==> config.mk <==
export PLATFORM = sky130hd
export DESIGN_NAME = controller
export DESIGN_NICKNAME = d
export VERILOG_FILES = /design/src/rtl/controller.sv
export SDC_FILE = /design/constraint.sdc
export NUM_CORES = 1
export LEC_CHECK = 0
export CAP_MARGIN = 20
export CELL_PAD_IN_SITES_DETAIL_PLACEMENT = 1
export CELL_PAD_IN_SITES_GLOBAL_PLACEMENT = 1
export CORE_UTILIZATION = 26
export CTS_CLUSTER_SIZE = 16
export DETAILED_ROUTE_END_ITERATION = 7
export PLACE_DENSITY_LB_ADDON = 0.1
export SLEW_MARGIN = 20
export SYNTH_ARGS = -nofsm -noshare
export SYNTH_HDL_FRONTEND = slang
export SYNTH_SLANG_ARGS = --single-unit
==> constraint.sdc <==
create_clock -name clk_i -period 2.8 [get_ports clk_i]
set_clock_uncertainty 0.05 [all_clocks]
set_input_delay 0.84 -clock clk_i [delete_from_list [all_inputs] [get_ports clk_i]]
set_output_delay 0.84 -clock clk_i [all_outputs]
set_load 0.01 [all_outputs]
==> src/rtl/controller.sv <==
// Pipeline hazard controller: operand forwarding, load-use stalls, jump/branch flushes
// and a RUN/DRAIN/REDIRECT sequencer that drains the pipe before redirecting to the trap vector.
module controller (
   input  logic       clk_i,
   input  logic       rst_n_i,
   input  logic [4:0] rs1_addr_id_i,
   input  logic [4:0] rs2_addr_id_i,
   input  logic [4:0] rd_addr_ex_i,
   input  logic [4:0] rd_addr_mem_i,
   input  logic [4:0] rd_addr_wb_i,
   input  logic       reg_alu_wen_ex_i,
   input  logic       reg_alu_wen_mem_i,
   input  logic       reg_alu_wen_wb_i,
   input  logic       reg_mem_wen_ex_i,
   input  logic       reg_mem_wen_mem_i,
   input  logic       reg_mem_wen_wb_i,
   input  logic       jump_id_i,
   input  logic       branch_taken_ex_i,
   input  logic       trap_id_i,
   output logic [2:0] fwd_op1_id_o,
   output logic [2:0] fwd_op2_id_o,
   output logic       stall_if_o,
   output logic       stall_id_o,
   output logic       flush_id_o,
   output logic       flush_ex_o,
   output logic       trap_redirect_o,
   output logic [1:0] ctrl_state_o
);

   localparam logic [2:0] FwdNone     = 3'd0;
   localparam logic [2:0] FwdExAlu    = 3'd1;
   localparam logic [2:0] FwdMemAlu   = 3'd2;
   localparam logic [2:0] FwdMemRdata = 3'd3;
   localparam logic [2:0] FwdWbAlu    = 3'd4;
   localparam logic [2:0] FwdWbRdata  = 3'd5;

   typedef enum logic [1:0] {
      StRun      = 2'd0,
      StDrain    = 2'd1,
      StRedirect = 2'd2
   } ctrl_state_e;

   ctrl_state_e state_q, state_d;
   logic [1:0]  drain_cnt_q, drain_cnt_d;

   logic [2:0]  fwd_op1_raw, fwd_op2_raw;
   logic        load_use_op1, load_use_op2, load_use;

   // A load still in EX has no data yet: that operand selects nothing and the pipe stalls.
   function automatic logic [2:0] fwd_sel(
      input logic [4:0] rs,
      input logic [4:0] rd_ex,
      input logic       alu_ex,
      input logic       mem_ex,
      input logic [4:0] rd_mem,
      input logic       alu_mem,
      input logic       mem_mem,
      input logic [4:0] rd_wb,
      input logic       alu_wb,
      input logic       mem_wb
   );
      logic [2:0] sel;
      sel = FwdNone;
      if (rs != 5'd0) begin
         if ((rs == rd_ex) && (alu_ex || mem_ex)) begin
            sel = mem_ex ? FwdNone : FwdExAlu;
         end else if ((rs == rd_mem) && (alu_mem || mem_mem)) begin
            sel = mem_mem ? FwdMemRdata : FwdMemAlu;
         end else if ((rs == rd_wb) && (alu_wb || mem_wb)) begin
            sel = mem_wb ? FwdWbRdata : FwdWbAlu;
         end
      end
      return sel;
   endfunction

   assign fwd_op1_raw = fwd_sel(rs1_addr_id_i, rd_addr_ex_i, reg_alu_wen_ex_i, reg_mem_wen_ex_i,
                                rd_addr_mem_i, reg_alu_wen_mem_i, reg_mem_wen_mem_i,
                                rd_addr_wb_i, reg_alu_wen_wb_i, reg_mem_wen_wb_i);
   assign fwd_op2_raw = fwd_sel(rs2_addr_id_i, rd_addr_ex_i, reg_alu_wen_ex_i, reg_mem_wen_ex_i,
                                rd_addr_mem_i, reg_alu_wen_mem_i, reg_mem_wen_mem_i,
                                rd_addr_wb_i, reg_alu_wen_wb_i, reg_mem_wen_wb_i);

   assign load_use_op1 = (rs1_addr_id_i != 5'd0) && (rs1_addr_id_i == rd_addr_ex_i) &&
                         reg_mem_wen_ex_i;
   assign load_use_op2 = (rs2_addr_id_i != 5'd0) && (rs2_addr_id_i == rd_addr_ex_i) &&
                         reg_mem_wen_ex_i;
   assign load_use     = load_use_op1 || load_use_op2;

   always_ff @(posedge clk_i) begin
      if (!rst_n_i) begin
         state_q     <= StRun;
         drain_cnt_q <= 2'd0;
      end else begin
         state_q     <= state_d;
         drain_cnt_q <= drain_cnt_d;
      end
   end

   always_comb begin
      state_d     = state_q;
      drain_cnt_d = drain_cnt_q;
      unique case (state_q)
         StRun: begin
            // A taken branch squashes the trapping instruction in ID.
            if (trap_id_i && !branch_taken_ex_i) begin
               state_d     = StDrain;
               drain_cnt_d = 2'd2;
            end
         end
         StDrain: begin
            if (drain_cnt_q == 2'd0) begin
               state_d = StRedirect;
            end else begin
               drain_cnt_d = drain_cnt_q - 2'd1;
            end
         end
         StRedirect: begin
            state_d = StRun;
         end
         default: begin
            state_d     = StRun;
            drain_cnt_d = 2'd0;
         end
      endcase
   end

   always_comb begin
      fwd_op1_id_o    = FwdNone;
      fwd_op2_id_o    = FwdNone;
      stall_if_o      = 1'b0;
      stall_id_o      = 1'b0;
      flush_id_o      = 1'b0;
      flush_ex_o      = 1'b0;
      trap_redirect_o = 1'b0;
      unique case (state_q)
         StRun: begin
            fwd_op1_id_o = fwd_op1_raw;
            fwd_op2_id_o = fwd_op2_raw;
            if (branch_taken_ex_i) begin
               flush_id_o = 1'b1;
               flush_ex_o = 1'b1;
            end else if (load_use) begin
               stall_if_o = 1'b1;
               stall_id_o = 1'b1;
               flush_ex_o = 1'b1;
            end else if (jump_id_i) begin
               flush_id_o = 1'b1;
            end
         end
         StDrain: begin
            stall_if_o = 1'b1;
            stall_id_o = 1'b1;
            flush_ex_o = 1'b1;
         end
         StRedirect: begin
            trap_redirect_o = 1'b1;
            flush_id_o      = 1'b1;
            flush_ex_o      = 1'b1;
         end
         default: ;
      endcase
   end

   assign ctrl_state_o = state_q;

endmodule
==> results of run 1 <==
-- tightest hold or removal path, delay by kind of cell, from the launching register on --
kind	cells	cell delay, ns
flip-flops	1	0.32
AO/OA/AOI/OAI	2	0.14
-- flip-flops by register name, summed over array words and instances, names as in the netlist --
name / cells
ctrl_state_o: 2
drain_cnt_q: 2
-- final timing paths --
check	start	endpoint
min reg2reg	drain_cnt_q[0]	drain_cnt_q[0]
max reg2reg	ctrl_state_o[0]	drain_cnt_q[1]
min	drain_cnt_q[0]	drain_cnt_q[0]
max	rd_addr_ex_i[0]	fwd_op1_id_o[2]
-- timing repair --
item,CTS,global route
hold endpoints to repair,0,0
setup endpoints to repair,10,10
gates cloned,0,0
resized for setup,148,38
buffers inserted,5,5
pin swaps,28,21
-- per-layer routing --
metal  vias to the layer above  share of wire, %
met3                         2               3.5
met5                         -                 0
met2                        28                59
met1                       542                37
met4                         0              0.42
li1                        563                 -
-- power by group --
group / internal [W] / total (W) / leakage, nW / switching (W)
Clock: 0.0000479 / 0.0000714 / 0.0138 / 0.0000235
Sequential: 0.0000785 / 0.0000974 / 0.0329 / 0.0000190
Combinational: 0.000310 / 0.000652 / 0.758 / 0.000342
-- cell families after synthesis --
| group | after synthesis | share of synthesized area [%] |
|---|---|---|
| flip-flops | 4 | 9.183 |
| XOR/XNOR | 28 | 28.12 |
| AO/OA/AOI/OAI | 24 | 21.81 |
| AND/OR/NAND/NOR | 42 | 26.83 |
| adder cells (fa/ha/maj) | 5 | 7.174 |
| buffers and inverters | 13 | 6.887 |
-- layout make-up --
type / instances / area (sq um)
Tap cell: 44 / 55.05
Multi-Input combinational cell: 99 / 894.6
Timing Repair Buffer: 79 / 623.1
Sequential cell: 4 / 80.08
Clock buffer: 3 / 22.52
Fill cell: 381 / 1411
Inverter: 11 / 41.29
-- through the flow --
stage	hold slack [ns]	cell area [sq um]	util, %	worst slack (ns)	std cells
final	0.4542	1717	54.88	-0.2589	240
after global routing	0.4920	1717	54.88	-0.3048	240
after CTS	0.4574	1625	51.96	-0.2921	236
after detailed placement	0.4487	1554	49.68	-1.055	228
after global placement	0.4362	1554	49.68	-0.9776	228
after floorplan	0.4215	872.1	-	-0.03182	116
-- cell usage in the layout (no fill, tap or decap), types with 7 or more instances in the layout --
cell             count
buf_6                8
inv_1               10
buf_4               29
nor2_1               9
buf_2               16
xor2_1              21
clkdlybuf4s50_1      9
clkbuf_2             7
==> impl_metrics.json, run 1 <==
{
  "status": "complete, but fails checks",
  "drc": 0,
  "hpwlAfterDp_mm": 2.879,
  "synthArstFlopShare_pct": 0,
  "path_class": "in2out",
  "crit_family": "simple AND/OR/NAND/NOR gates",
  "period_needed_ns": 3.059,
  "cts_made_buffers": 3,
  "yosysUniqueCellTypes": 34,
  "worst_slack_ns": -0.2589,
  "cpPeakStageDelay_ns": 0.34,
  "syn_area_sq_um": 872.1,
  "cp_slowest_cell": "a2111oi_4",
  "place.gp.congestion": 0.8466,
  "drt_pass1_iterations": 4,
  "holdPathStages": 2,
  "chipHeight_um": 59.92,
  "cp.required_ns": 1.91,
  "synth_top_cell_by_area": "xor2_1",
  "cts_hold_buf": 0,
  "met1_usage_pct": 21.74,
  "syn_avg_cell_area_sq_um": 7.518,
  "synth_top_area_share_pct": 27.12,
  "overflow": 0,
  "synth_most_common_cell": "xor2_1",
  "ys_seq_area_share_pct": 9.182,
  "clkTransAtPathRegs_ns": 0.03,
  "hp-class": "reg2reg",
  "fin_tns_setup_ns": -1.640,
  "cts_tree": "done",
  "synthesis.instances": 116,
  "ys.flop_type": "dfxtp_1",
  "slew_viol_final": 0,
  "ys_warn_count": 0,
  "drtIter0Drc": 36,
  "worst_slew_pin_slew_ns": 0.6233,
  "clock_path_buffers": 2,
  "path_max_fanout": 2,
  "num_antenna_cells": 0,
  "viasPerCell": 4.729,
  "core_area_sq_um": 3128,
  "cts_max_level": 1,
  "violations": "setup timing",
  "routed-via-count": 1135,
  "wl_per_cell_um": 15.69,
  "ir_drop_v": 0.0004130,
  "syn_nets": 157,
  "rsz0062_at_grt": "yes",
  "min_period_over_period_pct": 109.2,
  "worst_r2r_path_depth": 7,
  "clk_latency_ns": 0.24,
  "ys_ff_latch": 4,
  "critPathLaunchType": "input port",
  "power_w": 0.0008209,
  "maxCapViolations": 0,
  "slew_headroom_pct": 58.07,
  "pwr_density_cell_nw_per_um2": 478.2,
  "ys_top_cells_by_area": "xor2_1 (27%), dfxtp_1 (9.2%), ha_1 (7.2%)",
  "grt_usage_pct": 21.36,
  "ant_nets": 0,
  "io_pins": 49,
  "drt-total-wl_mm": 3.766,
  "path_cells": "buf_8, xor2_4, a2111oi_4, and3_4, nand3b_4, and4b_1, buf_2",
  "power.leakage_nw": 0.8050,
  "drive_gt1_share_pct": 48.98,
  "critPathArrivalTime_ns": 2.17,
  "globalRouteMet3Util_pct": 2.381,
  "ys_top_cells_by_count": "xor2_1 (27), nor2_1 (13), inv_1 (11)",
  "grt_pass1_wl_mm": 5.602,
  "synth_edf_count": 0,
  "die_w_um": 59.92,
  "initial_core_util_pct": 27.88,
  "grt_max_degree": 8,
  "synthToLayoutAreaGrowth_pct": 96.84,
  "root_buffer": "clkbuf_4",
  "grt_pass1_vias": 1207,
  "end_kind": "output port",
  "grt_antenna_before_repair": 0,
  "io_buffer_count": 48,
  "cts.sinks": 4,
  "hold_violations": 0,
  "met2_usage_pct": 43.49,
  "regToRegSetupSlack_ns": 0.72,
  "path_buf_inv": 2,
  "die-area_sq_um": 3590,
  "max_freq_mhz": 326.9,
  "crit_cells": 7,
  "top_usage_layer": "met2",
  "setup_viol": 10,
  "nets": 239,
  "rows": 20
}
Power figures use the tool's default switching activity.
==> run 2: changes to the inputs <==
--- a/config.mk
+++ b/config.mk
@@ -8,6 +8,7 @@
 export CAP_MARGIN = 20
 export CELL_PAD_IN_SITES_DETAIL_PLACEMENT = 1
 export CELL_PAD_IN_SITES_GLOBAL_PLACEMENT = 1
+export CORE_ASPECT_RATIO = 0.7
 export CORE_UTILIZATION = 26
 export CTS_CLUSTER_SIZE = 16
 export DETAILED_ROUTE_END_ITERATION = 7
==> run 2 against run 1 <==
  * The flow finishes with violations (DRC, setup timing)
  * Utilization grew 0.11 points
  * Setup slack lost 0.060 ns
  * Routed wire length grew 4.1%
  * Highest routed layer is now met3
==> impl_metrics.json, run 2 (synthesis gave the netlist of run 1 again) <==
{
  "setup_viol": 8,
  "nets": 236,
  "hp-class": "reg2reg",
  "layout_commonest_cell": "buf_4",
  "cts_max_level": 1,
  "drt_pass1_iterations": 6,
  "power_w": 0.0008657,
  "chipHeight_um": 50.46,
  "period_needed_ns": 3.119,
  "critPathLaunchType": "input port",
  "clock_path_buffers": 2,
  "cts_tree": "done",
  "path_class": "in2out",
  "viasPerCell": 4.913,
  "grt_pass1_vias": 1230,
  "path_max_fanout": 3,
  "violations": "DRC, setup timing",
  "core_area_sq_um": 3169,
  "final_cell_mix": "buf_4 (26), xor2_1 (19), buf_2 (16)",
  "worst_r2r_path_depth": 7,
  "place.gp.congestion": 0.8179,
  "regToRegSetupSlack_ns": 0.47,
  "r2r-start": "ctrl_state_o[0]",
  "grt_pass1_wl_mm": 5.934,
  "cts_made_buffers": 3,
  "holdPathStages": 2,
  "startpoint": "rs1_addr_id_i[0]",
  "fillers": 389,
  "worst_slew_pin_slew_ns": 0.6130,
  "cp.required_ns": 1.91,
  "maxCapViolations": 0,
  "ant_nets": 0,
  "multi_input_comb_area_sq_um": 900.9,
  "wl_per_cell_um": 16.97,
  "status": "complete, but fails checks",
  "pwr_density_cell_nw_per_um2": 496.7,
  "synthToLayoutAreaGrowth_pct": 99.86,
  "root_buffer": "clkbuf_8",
  "num_antenna_cells": 0,
  "drive_gt1_share_pct": 51.81,
  "worst_slack_ns": -0.3192,
  "clk_latency_ns": 0.22,
  "regArea_sq_um": 80.08,
  "r2r-end": "drain_cnt_q[0]",
  "rows": 17,
  "clkTransAtPathRegs_ns": 0.03,
  "end_kind": "output port",
  "cts_hold_buf": 0,
  "min_period_over_period_pct": 111.4,
  "power.leakage_nw": 0.8131,
  "overflow": 0,
  "die-area_sq_um": 3593,
  "timing.hold.ws_ns": 0.4499,
  "hold_violations": 0,
  "die_w_um": 71.22,
  "slew_viol_final": 0,
  "initial_core_util_pct": 27.52,
  "ir_drop_v": 0.0004736,
  "slew_headroom_pct": 58.77,
  "io_pins": 49,
  "drt-total-wl_mm": 3.919,
  "critPathArrivalTime_ns": 2.23,
  "drtIter0Drc": 32,
  "cts.sinks": 4,
  "fin_tns_setup_ns": -1.847,
  "crit_end": "fwd_op1_id_o[0]",
  "pre_cts_ws_ns": -1.061,
  "grt_antenna_before_repair": 0,
  "drc": 3,
  "rsz0062_at_grt": "yes",
  "routed-via-count": 1135,
  "max_freq_mhz": 320.6,
  "grt_max_degree": 8,
  "grt_usage_pct": 21.26,
  "io_buffer_count": 48,
  "hpwlAfterDp_mm": 2.945
}
[run 2: timing repair]
| action | CTS | global route |
|---|---|---|
| hold endpoints to repair | 0 | 0 |
| pin swaps | 35 | 20 |
| endpoints found under the setup margin | 10 | 10 |
| setup buffers | 6 | 1 |
| gates resized for setup | 164 | 45 |
[run 2: per-stage QoR]
stage | instance area, sq um | utilization [%] | instances
after global placement | 1539 | 48.56 | 221
after global routing | 1743 | 54.99 | 231
after CTS | 1617 | 51.01 | 230
final | 1743 | 54.99 | 231
after detailed placement | 1539 | 48.56 | 221
after floorplan | 872.1 | - | 116
[run 2: critical path: stages]
cell and delay, ns:
buf_2 0.12, buf_4 0.15, nor4_1 0.37, nand2b_1 0.13, buf_4 0.17, and3_4 0.16, a21boi_2 0.14, buf_2 0.14
[run 2: cell type report]
| cell class | instances | share of cell area [%] |
|---|---|---|
| Multi-Input combinational cell | 99 | 51.69 |
| Inverter | 11 | 2.369 |
| Tap cell | 38 | 2.728 |
| Sequential cell | 4 | 4.594 |
| Timing Repair Buffer | 76 | 36.25 |
| Clock buffer | 3 | 2.369 |
[run 2: how the worst min path moves through the flow]
stage                               from             end
final                     drain_cnt_q[1]  drain_cnt_q[1]
after global routing      drain_cnt_q[1]  drain_cnt_q[1]
after CTS                 drain_cnt_q[1]  drain_cnt_q[1]
after detailed placement  drain_cnt_q[1]  drain_cnt_q[1]
after global placement    drain_cnt_q[1]  drain_cnt_q[1]
after floorplan           drain_cnt_q[0]  drain_cnt_q[0]
[run 2: layer usage]
| metal | GRT usage, % | part of all wire [%] | vias to the layer above |
|---|---|---|---|
| li1 | - | - | 556 |
| met1 | 28.86 | 49 | 550 |
| met2 | 35.08 | 47 | 29 |
| met3 | 5.622 | 4.2 | 0 |
| met4 | 1.667 | 0 | 0 |
| met5 | 0 | 0 | - |
[run 2: power by group]
part	switching (W)	internal [W]	total [W]	leakage, nW
Combinational	0.000333	0.000309	0.000641	0.759
Clock	0.0000335	0.0000920	0.000126	0.0216
Sequential	0.0000203	0.0000785	0.0000988	0.0329
